===== src/rtl/pc_fetch_pkg.sv =====
// rtl/pc_fetch_pkg.sv - shared types and constants for the PC fetch sequencer
package pc_fetch_pkg;

  // Next-PC source selected by the controller
  typedef enum logic [1:0] {
    PC_SEQ    = 2'b00,
    PC_TARGET = 2'b01,
    PC_JALR   = 2'b10
  } pc_src_e;

  // Fetch sequencer states
  typedef enum logic [1:0] {
    IDLE,
    REQ,
    DROP
  } fetch_state_e;

  localparam int INSTR_BYTES = 4;

  // Only branch/jal and jalr sources move the PC off the sequential path; 2'b11 falls back to sequential
  function automatic logic is_redirect_src(input logic [1:0] src);
    return (pc_src_e'(src) == PC_TARGET) || (pc_src_e'(src) == PC_JALR);
  endfunction

endpackage


===== src/rtl/pc_fetch_unit_redirect_mux.sv =====
// rtl/pc_fetch_unit_redirect_mux.sv - combinational redirect decode and target alignment
module pc_redirect_mux
  import pc_fetch_pkg::*;
#(
  parameter int XLEN = 32
) (
  input  logic            ex_valid,
  input  logic [1:0]      pc_src,
  input  logic [XLEN-1:0] branch_target,
  input  logic [XLEN-1:0] jalr_target,
  output logic            redirect,
  output logic [XLEN-1:0] target,
  output logic            misalign_bit
);

  // Keep only whole-instruction address bits; bit1 is reported separately as a misalignment
  localparam logic [XLEN-1:0] WORD_MASK = ~XLEN'(INSTR_BYTES - 1);
  localparam logic [XLEN-1:0] JALR_MASK = ~XLEN'(1);

  logic [XLEN-1:0] raw_target;

  // Pick the raw target, then derive the aligned PC and the misalignment bit
  always_comb begin
    raw_target   = branch_target;
    redirect     = ex_valid & is_redirect_src(pc_src);
    if (pc_src_e'(pc_src) == PC_JALR) begin
      raw_target = jalr_target & JALR_MASK;
    end
    target       = raw_target & WORD_MASK;
    misalign_bit = raw_target[1];
  end

endmodule


===== src/rtl/pc_fetch_unit.sv =====
// rtl/pc_fetch_unit.sv - PC register, imem fetch sequencer and IF/ID output stage
module pc_fetch_unit
  import pc_fetch_pkg::*;
#(
  parameter int              XLEN     = 32,
  parameter logic [XLEN-1:0] RESET_PC = '0
) (
  input  logic            clk,
  input  logic            rst_n,
  input  logic            ex_valid,
  input  logic [1:0]      pc_src,
  input  logic [XLEN-1:0] branch_target,
  input  logic [XLEN-1:0] jalr_target,
  output logic            imem_req,
  output logic [XLEN-1:0] imem_addr,
  input  logic            imem_ack,
  output logic            if_valid,
  input  logic            if_ready,
  output logic [XLEN-1:0] if_pc,
  output logic [XLEN-1:0] if_pc_plus4,
  output logic            flush,
  output logic            misaligned
);

  localparam logic [XLEN-1:0] STEP = XLEN'(INSTR_BYTES);

  fetch_state_e    state;
  logic [XLEN-1:0] pc;
  logic [XLEN-1:0] pc_next_seq;
  logic            redirect;
  logic [XLEN-1:0] target;
  logic            misalign_bit;
  logic            accept;

  pc_redirect_mux #(
    .XLEN(XLEN)
  ) u_redirect_mux (
    .ex_valid     (ex_valid),
    .pc_src       (pc_src),
    .branch_target(branch_target),
    .jalr_target  (jalr_target),
    .redirect     (redirect),
    .target       (target),
    .misalign_bit (misalign_bit)
  );

  // Requests stall while the IF/ID slot is full and not being drained
  assign imem_req    = (state == REQ) & (~if_valid | if_ready);
  assign imem_addr   = pc;
  assign pc_next_seq = pc + STEP;
  assign accept      = imem_req & imem_ack & ~redirect;

  // Fetch FSM, PC register, IF/ID payload and sticky misalignment flag
  always_ff @(posedge clk or negedge rst_n) begin
    if (!rst_n) begin
      state       <= IDLE;
      pc          <= RESET_PC;
      if_valid    <= 1'b0;
      if_pc       <= '0;
      if_pc_plus4 <= '0;
      flush       <= 1'b0;
      misaligned  <= 1'b0;
    end else begin
      flush <= redirect;
      if (redirect) begin
        misaligned <= misaligned | misalign_bit;
      end

      case (state)
        IDLE: begin
          if (redirect) pc <= target;
          state <= REQ;
        end
        REQ: begin
          if (redirect) begin
            pc <= target;
            // A request still in flight returns wrong-path data that must be swallowed
            if (imem_req && !imem_ack) state <= DROP;
          end else if (accept) begin
            pc <= pc_next_seq;
          end
        end
        DROP: begin
          if (redirect) pc <= target;
          // The stale response closes the old request, so fetching can restart
          if (imem_ack) state <= REQ;
        end
        default: state <= IDLE;
      endcase

      if (redirect) begin
        if_valid <= 1'b0;
      end else if (accept) begin
        if_valid    <= 1'b1;
        if_pc       <= pc;
        if_pc_plus4 <= pc_next_seq;
      end else if (if_valid && if_ready) begin
        if_valid <= 1'b0;
      end
    end
  end

endmodule

===== config.mk =====
export PLATFORM = sky130hd
export DESIGN_NAME = pc_fetch_unit
export DESIGN_NICKNAME = d
export VERILOG_FILES = /design/src/rtl/pc_fetch_pkg.sv /design/src/rtl/pc_fetch_unit_redirect_mux.sv /design/src/rtl/pc_fetch_unit.sv
export SDC_FILE = /design/constraint.sdc
export NUM_CORES = 1
export LEC_CHECK = 0
export ABC_CLOCK_PERIOD_IN_PS = 1900
export CAP_MARGIN = 20
export CORE_MARGIN = 2
export CORE_UTILIZATION = 30
export CTS_BUF_LIST = sky130_fd_sc_hd__clkbuf_2
export CTS_CLUSTER_SIZE = 28
export DETAILED_ROUTE_END_ITERATION = 7
export GPL_ROUTABILITY_DRIVEN = 0
export PLACE_DENSITY = 0.69
export SYNTH_ARGS = -nofsm -noshare
export SYNTH_HDL_FRONTEND = slang
export SYNTH_SLANG_ARGS = --single-unit

===== constraint.sdc =====
create_clock -name clk -period 1.9 [get_ports clk]
set_input_delay 0.19 -clock clk [delete_from_list [all_inputs] [get_ports clk]]
set_output_delay 0.19 -clock clk [all_outputs]
set_load 0.005 [all_outputs]

# Word-level counts from Yosys, hierarchy flattened
# Cells that the tools add are included.
# totals
ff_bits	101
input_bits	71
output_inout_bits	100
# classes
addsub	1
n_eq_ne	9
n_mux	12
bitwise_logic	8
n_reduce_logical	11
# ops
op	count
$mux 32	4
$pmux 32 s2	1
$add 32x3->32 const B	1
$mux 2	3
$pmux 2 s3	1
$reduce_and 3->1	2
$and 1x1->1	4
$eq 2x1->1 const B	2
$eq 2x2->1 const B	2
$ne 2x1->1 const B	2
$ne 2x2->1 const B	2
$mux 1	3
$ne 3x3->1 const B	1
$reduce_bool 3->1	1
$logic_and 1x1->1	2
$logic_not 2->1	1
$not 1->1	2
$or 1x1->1	2
$reduce_and 2->1	1
$reduce_bool 2->1	1
$reduce_or 2->1	1
$logic_not 1->1	1
$logic_or 1x1->1	1

# Logic depth before layout (Yosys ltp)
# Gate-level depths: netlist of the first run.
# logic_depth
word_depth	8
ltp_mapped	10

# Modules after synthesis
# A second synthesis of the first run with hierarchy kept.
# hier_totals
cells_unflattened	575
area_unflattened_um2	5177.5
# by_module_without_submodules
module	n_inst	cells_per_inst	area_per_inst_um2	seq_area_each_um2
pc_fetch_unit	1	535	4753.3	2477.4
pc_redirect_mux	1	40	424.2	0.0

# Worst setup path after synthesis of the first run
# No wires, ideal clock.
# synth_path
path_type	reg-to-reg
startpoint	register pc[2], in the netlist imem_addr[2]
endpoint	register pc[22], in the netlist imem_addr[22]
setup_time_ns	0.099
arrival_ns	2.008
required_ns	1.801
setup_slack_ns	-0.208
stages_incl_launch_ff	8
path_buffers	1
cell_sequence	dfrtp_1 ha_1 nand4_4 or4_4 buf_6 nor4_4 nor3_1 a311oi_1
# synth_via
elab_chain_len	4
# synth_rtl
item	line_no	rtl
from (decl)	pc_fetch_unit.sv:28	logic [XLEN-1:0] pc;
from (signal assigned)	pc_fetch_unit.sv:71	if (redirect) pc <= target;
from (signal assigned)	pc_fetch_unit.sv:76	pc <= target;
from (signal assigned)	pc_fetch_unit.sv:80	pc <= pc_next_seq;
$add 32x3->32	pc_fetch_unit.sv:50	assign pc_next_seq = pc + STEP;
$mux 32	pc_fetch_unit.sv:79	end else if (accept) begin
$mux 32	pc_fetch_unit.sv:75	if (redirect) begin
$pmux 32 s2	pc_fetch_unit.sv:69	case (state)
# Every way passes these cells. The select of a mux whose other input is x is not followed.
# A chain may end at the register's enable or synchronous reset.

# Worst setup path in the final report of the first run
# layout_path
startpoint	register pc[2], in the netlist imem_addr[2]
endpoint	register pc[16], in the netlist imem_addr[16]
# Same word-level chain as after synthesis.

==> results.md, run 1 <==
Run:
- The count of maximum capacitance violations is 0.

STA:
- The final-report hold violation count is 0.
- The tightest slew margin relative to the limit is 64.7%.
- The final critical path takes up 102% of the cycle.
- The worst hold-check slack is 0.0907 ns.
- Setup repair after global routing could not meet its margin everywhere.
- For the pin with the worst max-slew slack, the measured transition is 0.530 ns.
- The final period demand of the worst path is 1.95 ns.
- The number of max-slew violations in the final report is 0.
- The upper clock frequency limit is 0.514 GHz.
- The worst setup margin is -0.0473 ns.
- The number of setup violations in the final report is 4.
- The post-route clock skew is 0.0290 ns.

Drt:
- In the final routed layout, each cell accounts on average for 16.2 um.
- The post-detailed-routing wire length is 16.8 mm.
- The number of design-rule violations left by the first detailed-router iteration is 395.
- For this run, design rule violations remaining after detail routing come to 0.
- The top metal layer carrying routed signals is met4.
- Summed over all nets, wire length on met3 after detailed routing comes to 1.06 mm.
- The detail route stage leaves a number of antenna-violating nets equal to 0.
- The pre-antenna-repair detailed-routing pass consisted of 6 iterations.
- The routed length on met1 is 7.87 mm.
- The total via count in the routed design is 4951.
- Using the TritonRoute via totals, the vias-per-cell ratio works out to 4.76.
- The met2 layer wire length in the routed design is 7.68 mm.

Die:
- The row count is 47.
- The horizontal extent of the die is 135 um.
- In this run the vertical extent of the chip is 135 um.
- The effective utilization at floorplan is 30.9%.
- The floorplan step defined a die boundary enclosing 0.0182 mm^2.
- Pin placement for this block handled 171 I/O pins.
- The core area is 0.0166 mm^2.

Synthesis:
- Summed over all instances, the cell type with the most area after synthesis is sky130_fd_sc_hd__dfrtp_1.
- The mapped netlist covers 0.00513 mm^2.
- The most frequent cell after synthesis is sky130_fd_sc_hd__nand2_1.
- The number of unique standard cell types used by synthesis is 57.
- The synthesized area per cell is 9.01 um^2.
- The share of the synthesized area in the top cell type is 46.3%.
- After synthesis, the cell types taking the most area are sky130_fd_sc_hd__dfrtp_1 46%, sky130_fd_sc_hd__nand2_1 10%, sky130_fd_sc_hd__mux2i_1 4.3%.
- The number of synthesized register bits is 95.
- After synthesis, the most frequently instantiated cells are 140 x sky130_fd_sc_hd__nand2_1, 95 x sky130_fd_sc_hd__dfrtp_1, 31 x sky130_fd_sc_hd__o21ai_0, 28 x sky130_fd_sc_hd__clkbuf_1.
- Of all flip-flops after synthesis, the portion carrying an async set or reset was 100%.
- For this run, the leading register cell type out of synthesis is sky130_fd_sc_hd__dfrtp_1.
- The count of warnings emitted by yosys is 0.
- The portion of the post-synthesis area used by sequential elements is 46.3%.
- In this run, synthesis inferred 0 flip-flops with an integrated enable.
- Synthesis produced 570 cells.

Clock tree:
- Clock tree synthesis found a total of 95 sinks.
- CTS placed an instance of sky130_fd_sc_hd__clkbuf_2 at the clock tree root.
- The clock latency of the later-clocked register in the worst-skew pair is 0.58 ns.
- The level count of the clock H-tree is 3.
- The CTS tree is built.
- After clock tree synthesis, the clock-pin slew on the worst setup and hold paths is 0.26 ns.
- The clock buffer count from CTS is 9.
- The longest clock path from root to sink contains 2 buffers.

Min path:
- The path class of the tightest hold or removal check is in -> async.

Critical path:
- The slowest stage cell on the critical path is sky130_fd_sc_hd__or4_4.
- The critical path crosses 7 cells after its start point.
- In this run the critical register-to-register path is launched from imem_addr[2].
- The worst register-to-register path ends at imem_addr[16].
- The critical path goes through ha_4 > nand4_4 > or4_4 > buf_12 > nor2_4 > a31oi_1 > o22a_1.
- The end point of the critical path is imem_addr[16].
- The setup slack of the most critical reg-to-reg path is -0.05 ns.
- In this run the worst path has a maximum fanout of 4.
- The startpoint type of the worst setup path is a register.
- The kind of cell with the highest combined delay on the critical path is simple AND/OR/NAND/NOR gates.
- The delay of the slowest cell on the worst path is 0.60 ns.
- STA classifies the critical path endpoint as a register.
- The arrival time of data at the critical path endpoint is 2.42 ns.
- The critical path starts at imem_addr[2].
- Together, buffers and inverters on the worst path number 1.
- The kind of critical path is reg -> reg.
- The depth of the most critical reg-to-reg path is 7.
- The critical path required time is 2.38 ns.

Finish:
- From synthesis to final layout, the design area changed by 56.3%.
- The fraction of final layout cells with drive strength greater than 1 is 20.0%.
- After the last flow step, the layout net total stands at 887.
- The finished cells cover 0.00803 mm^2.

Global route:
- The total grt overflow is 0.
- The number of antenna violations at the first check in global routing is 1.
- The via count of the first global-routing pass is 4815.
- The total routing resource utilization after global routing is 18.6%.
- Entering global routing, the biggest net connects 40 pins.
- The first-pass GRT wire length is 26.3 mm.

Placed design:
- The number of port buffers is 162.
- Once placement finished, the instance area stood at 0.00766 mm^2.
- The worst slack at placement is -0.380 ns.
- Detailed placement finished with a half-perimeter wire length of 13.1 mm.

Run status:
- The checks that failed: negative setup slack.
- The run finished, with violations left.

Power:
- The total power per unit cell area is 1260 mW/mm^2.
- The worst-case IR drop observed on VDD is 0.511 mV.
- Summed over all cells, the static leakage comes to 3.67 nW.
- The overall power after layout is 10.1 mW.
through the flow:
stage / utilization, % / TNS, ns / cells
floorplan: - / -0.108 / 575
global placement: 46.0 / -17.66 / 1001
detailed placement: 46.0 / -19.54 / 1001
CTS: 47.2 / -0.0446 / 1030
global route: 48.2 / -0.875 / 1040
finish: 48.2 / -0.112 / 1040
cells in the final DEF, fill, tap and decap left out, types with 3 or more instances in the layout:
cell type / synthesis / final
sky130_fd_sc_hd__dlymetal6s2s_1: 0 / 15
sky130_fd_sc_hd__nand3_1: 20 / 19
sky130_fd_sc_hd__and3_1: 9 / 9
sky130_fd_sc_hd__a31oi_1: 5 / 5
sky130_fd_sc_hd__o22a_1: 4 / 4
sky130_fd_sc_hd__o22ai_1: 6 / 6
sky130_fd_sc_hd__clkbuf_2: 0 / 10
sky130_fd_sc_hd__dfrtp_2: 0 / 7
sky130_fd_sc_hd__dfrtp_1: 95 / 88
sky130_fd_sc_hd__buf_4: 6 / 94
sky130_fd_sc_hd__a2bb2oi_1: 5 / 5
sky130_fd_sc_hd__o21ai_1: 11 / 11
sky130_fd_sc_hd__mux2_2: 9 / 9
sky130_fd_sc_hd__conb_1: 1 / 6
sky130_fd_sc_hd__xnor2_1: 16 / 16
sky130_fd_sc_hd__inv_1: 6 / 6
sky130_fd_sc_hd__a21o_1: 3 / 3
sky130_fd_sc_hd__nor3_1: 10 / 10
sky130_fd_sc_hd__buf_12: 0 / 11
sky130_fd_sc_hd__clkdlybuf4s50_1: 0 / 142
sky130_fd_sc_hd__and4_1: 4 / 4
sky130_fd_sc_hd__nand4_1: 4 / 4
sky130_fd_sc_hd__clkinv_2: 0 / 4
sky130_fd_sc_hd__buf_6: 1 / 8
sky130_fd_sc_hd__a21oi_1: 26 / 25
sky130_fd_sc_hd__xor2_1: 10 / 10
sky130_fd_sc_hd__nor2b_1: 8 / 7
sky130_fd_sc_hd__mux2i_1: 22 / 22
sky130_fd_sc_hd__a211oi_1: 8 / 8
sky130_fd_sc_hd__nand2_1: 140 / 140
sky130_fd_sc_hd__dlygate4sd2_1: 0 / 4
sky130_fd_sc_hd__and2_1: 5 / 5
sky130_fd_sc_hd__nor2_1: 26 / 24
sky130_fd_sc_hd__nand2b_1: 3 / 3
sky130_fd_sc_hd__o21ai_0: 31 / 31
sky130_fd_sc_hd__nor4_4: 4 / 5
worst min-delay path by stage:
| stage | to | cells past startpoint | start |
|---|---|---|---|
| after CTS | imem_addr[19] | 2 | rst_n |
| final | if_pc[20] | 2 | rst_n |
| after global routing | if_pc[19] | 2 | rst_n |
| after floorplan | flush | 0 | rst_n |
| after detailed placement | if_pc[23] | 1 | rst_n |
| after global placement | if_pc[23] | 1 | rst_n |
registers in the layout, summed over array words and instances (netlist names):
register     flops
flush            1
if_pc           30
if_pc_plus4     30
if_valid         1
imem_addr       30
misaligned       1
state            2
repair_timing:
| item | 4_1_cts | 5_1_grt |
|---|---|---|
| pin swaps | 2 | 10 |
| endpoints found under the hold margin | 71 | 0 |
| endpoints found under the setup margin | 19 | 44 |
| hold buffers | 1 | 0 |
| gates resized for setup | 11 | 29 |
| setup buffers | 12 | 9 |
cell type report:
type | instances | area, um^2
antenna | 1 | 2.50
clock buffer | 10 | 50.0
clock inverter | 6 | 27.5
fill | 1564 | 8620
inverter | 6 | 22.5
multi-input combinational | 427 | 2590
sequential | 95 | 2390
tap | 220 | 275
timing repair buffer | 275 | 2670
routing by layer:
layer  track usage [%]  vias to the layer above
met3              3.72                       18
met1              26.5                     2322
met4              4.91                        0
met2              28.9                      156
li1                  -                     2455
met5                 0                        -
worst register-to-register path, stage by stage, from the launching register on:
cell and delay, ns:
sky130_fd_sc_hd__dfrtp_2 0.47, sky130_fd_sc_hd__ha_4 0.16, sky130_fd_sc_hd__nand4_4 0.08, sky130_fd_sc_hd__or4_4 0.60, sky130_fd_sc_hd__buf_12 0.16, sky130_fd_sc_hd__nor2_4 0.10
sky130_fd_sc_hd__a31oi_1 0.09, sky130_fd_sc_hd__o22a_1 0.20
power breakdown:
part | leakage [nW] | internal [mW] | switching, mW
Clock | 0.0603 | 0.161 | 0.683
Sequential | 1.15 | 2.93 | 0.672
Combinational | 2.46 | 3.25 | 2.45
Total | 3.67 | 6.34 | 3.80
logic make-up after synthesis:
family | count (synthesis) | share of synthesized area (%)
AND/OR/NAND/NOR | 245 | 23.5
AO/OA/AOI/OAI | 116 | 14.0
flip-flops | 95 | 46.3
buffers and inverters | 53 | 4.68
multiplexers | 32 | 6.48
XOR/XNOR | 26 | 4.43
adder cells (fa/ha/maj) | 2 | 0.487
other | 1 | 0.0730
Note: power is estimated with default switching activity, not from simulation.
==> run 2, diff against run 1 <==
--- a/config.mk
+++ b/config.mk
@@ -13,7 +13,9 @@
 export CTS_CLUSTER_SIZE = 28
 export DETAILED_ROUTE_END_ITERATION = 7
 export GPL_ROUTABILITY_DRIVEN = 0
+export HOLD_SLACK_MARGIN = 0.12
 export PLACE_DENSITY = 0.69
 export SYNTH_ARGS = -nofsm -noshare
 export SYNTH_HDL_FRONTEND = slang
 export SYNTH_SLANG_ARGS = --single-unit
+export TNS_END_PERCENT = 30
==> results.md, run 2 (same netlist as run 1, synthesis figures left out) <==
Drt:
- The total via count in the routed design is 4978 (was 4951).
- The count of antenna-violating nets left after detailed routing is 0 (unchanged).
- The post-detailed-routing wire length was 17.1 mm (was 16.8 mm).
- The number of design-rule violations left by the first detailed-router iteration was 374 (was 395).
- The per-cell via count in the routed design is 4.79 (was 4.76).
- The wire length per cell is 16.5 um (was 16.2 um).
- The first-pass iteration count of the detailed router was 5 (was 6).
- The remaining routing DRC violations is 0 (unchanged).

Finish:
- The fraction of final layout cells with drive strength greater than 1 was 20.3% (was 20.0%).
- The number of inserted filler cells in the final layout is 1575 (was 1564).
- The cell area after layout came to 0.00801 mm^2 (was 0.00803 mm^2).
- The number of cells in the finished layout apart from fillers is 1040 (unchanged).
- Most used cells in the layout excluding fill and tap cells: 153 x sky130_fd_sc_hd__clkdlybuf4s50_1, 139 x sky130_fd_sc_hd__nand2_1, 99 x sky130_fd_sc_hd__buf_4 (was 142 x sky130_fd_sc_hd__clkdlybuf4s50_1, 140 x sky130_fd_sc_hd__nand2_1, 94 x sky130_fd_sc_hd__buf_4).
- The synthesis-to-layout area growth is 56.0% (was 56.3%).
- The most common library cell in the layout ignoring fill and taps is sky130_fd_sc_hd__clkdlybuf4s50_1 (unchanged).
- The number of nets in the finished design is 887 (unchanged).

Critical path:
- The startpoint type of the worst setup path is a register (unchanged).
- The worst setup path startpoint is imem_addr[2] (unchanged).
- The maximum fanout encountered on the critical timing path is 5 (was 4).
- The critical path required time is 2.39 ns (was 2.38 ns).
- The depth of the most critical reg-to-reg path was 7 (unchanged).
- The source of the worst register-to-register timing path is imem_addr[2] (unchanged).
- The kind of critical path is reg -> reg (unchanged).
- The type of element capturing the critical path is a register (unchanged).
- The arrival time of data at the critical path endpoint is 2.51 ns (was 2.42 ns).

Min path:
- The worst hold path begins at branch_target[1].
- The worst hold path passes through 3 cells.
- The classification of the worst-slack hold path is in -> reg (was in -> async).

Clock tree:
- The level count of the clock H-tree is 3 (unchanged).
- The number of buffers on the longest clock path is 2 (unchanged).
- The clock buffer count from CTS is 9 (unchanged).
- The clock-pin slew on the worst setup and hold paths is 0.25 ns (was 0.26 ns).
- The clock latency of the later-clocked register in the worst-skew pair is 0.55 ns (was 0.58 ns).
- The count of clock tree sinks is 95 (unchanged).
- The CTS root buffer is sky130_fd_sc_hd__clkbuf_2 (unchanged).
- The CTS tree is built (unchanged).

STA:
- The setup total negative slack is -0.274 ns (was -0.112 ns).
- The post-route clock skew is 0.0184 ns (was 0.0290 ns).
- Unrepaired setup endpoints after global routing: yes (unchanged).
- The final worst-path cycle share is 106% (was 102%).
- The final period demand of the worst path was 2.02 ns (was 1.95 ns).
- The number of max-slew violations in the final report came to 0 (unchanged).
- The final-report hold violation count is 0 (unchanged).
- The number of setup violations in the final report is 5 (was 4).
- The upper clock frequency limit is 0.495 GHz (was 0.514 GHz).
- The worst setup margin is -0.120 ns (was -0.0473 ns).

Run:
- The count of maximum capacitance violations came to 0 (unchanged).

Placed design:
- The estimated wirelength of the detail-placed design is 13.3 mm (was 13.1 mm).
- The cell area after placement is 0.00769 mm^2 (was 0.00766 mm^2).
- The number of port buffers is 162 (unchanged).
- The number of placed instances with taps included is 1008 (was 1001).

Power:
- The static leakage is 3.51 nW (was 3.67 nW).
- The peak supply drop is 0.481 mV (was 0.511 mV).
- The overall power after layout is 10.2 mW (was 10.1 mW).
- The total power per unit cell area is 1280 mW/mm^2 (was 1260 mW/mm^2).

Die:
- The number of top-level design ports is 171 (unchanged).
- The core area was 0.0166 mm^2 (unchanged).
- The height of the die is 135 um (unchanged).
- The effective utilization at floorplan is 30.9% (unchanged).
- The horizontal extent of the die is 135 um (unchanged).
- The row count is 47 (unchanged).
- The full die area is 0.0182 mm^2 (unchanged).

Global route:
- The pin count of the biggest net entering global routing is 48 (was 40).
- The number of antenna violations at the first check in global routing came to 1 (unchanged).
- The total routing resource utilization after global routing came to 19.0% (was 18.6%).
- The total grt overflow is 0 (unchanged).
- The first-pass GRT wire length is 26.8 mm (was 26.3 mm).
- The via count of the first global-routing pass is 4946 (was 4815).

Run status:
- Run status: complete, but fails checks (unchanged).
- Violated checks: negative setup slack (unchanged).
run 2: power breakdown:
part	internal (mW)	switching, mW
clock network	0.293	0.688
registers	2.93	0.705
logic	3.18	2.45
total	6.41	3.84
run 2: path summary, 6_finish.rpt:
check	endpoint	slack [ns]
min	misaligned	0.26
max in group asynchronous	imem_addr[12]	0.94
min in group asynchronous	if_pc[18]	0.67
max	if_pc_plus4[28]	-0.12
min reg2reg	if_pc_plus4[3]	0.51
max reg2reg	if_pc_plus4[28]	-0.12
run 2: metal layers:
layer | GRT usage (%) | routed length, um | vias up
met5 | 0 | 0 | -
met4 | 6.32 | 262 | 0
met3 | 3.15 | 1070 | 21
met2 | 30.2 | 8020 | 166
met1 | 26.3 | 7760 | 2350
li1 | - | - | 2441
run 2: layout make-up:
cell class / count / area (um^2) / area share (%)
antenna: 1 / 2.50 / 0.0312
clock buffer: 10 / 50.0 / 0.625
clock inverter: 6 / 51.3 / 0.640
inverter: 6 / 22.5 / 0.281
multi-input combinational: 427 / 2640 / 32.9
sequential: 95 / 2380 / 29.7
tap: 220 / 275 / 3.44
timing repair buffer: 275 / 2590 / 32.3
run 2: through the flow:
stage | hold WS, ns | setup slack [ns] | util [%]
5_1_grt | 0.236 | -0.236 | 48.1
3_5_place_dp | 0.157 | -0.362 | 46.2
2_1_floorplan | -0.106 | -0.0628 | -
3_3_place_gp | 0.158 | -0.316 | 46.2
4_1_cts | 0.228 | -0.108 | 47.6
6_report | 0.262 | -0.120 | 48.1
run 2: timing repair:
item                                    4_1_cts  5_1_grt
cloned                                        0        0
endpoints found under the setup margin       38       42
endpoints found under the hold margin        95        0
pin swaps                                     7        2
buffers inserted                              7        5
hold buffers                                  3        0
resized for setup                            22        9
run 2: worst max-delay path, stage by stage, from the launching register on:
cell and delay [ns]:
sky130_fd_sc_hd__dfrtp_2 0.47, sky130_fd_sc_hd__ha_4 0.16, sky130_fd_sc_hd__nand4_4 0.12, sky130_fd_sc_hd__or4_4 0.58, sky130_fd_sc_hd__buf_4 0.17, sky130_fd_sc_hd__nor4_2 0.18, sky130_fd_sc_hd__xnor2_1 0.19, sky130_fd_sc_hd__o21ai_1 0.08
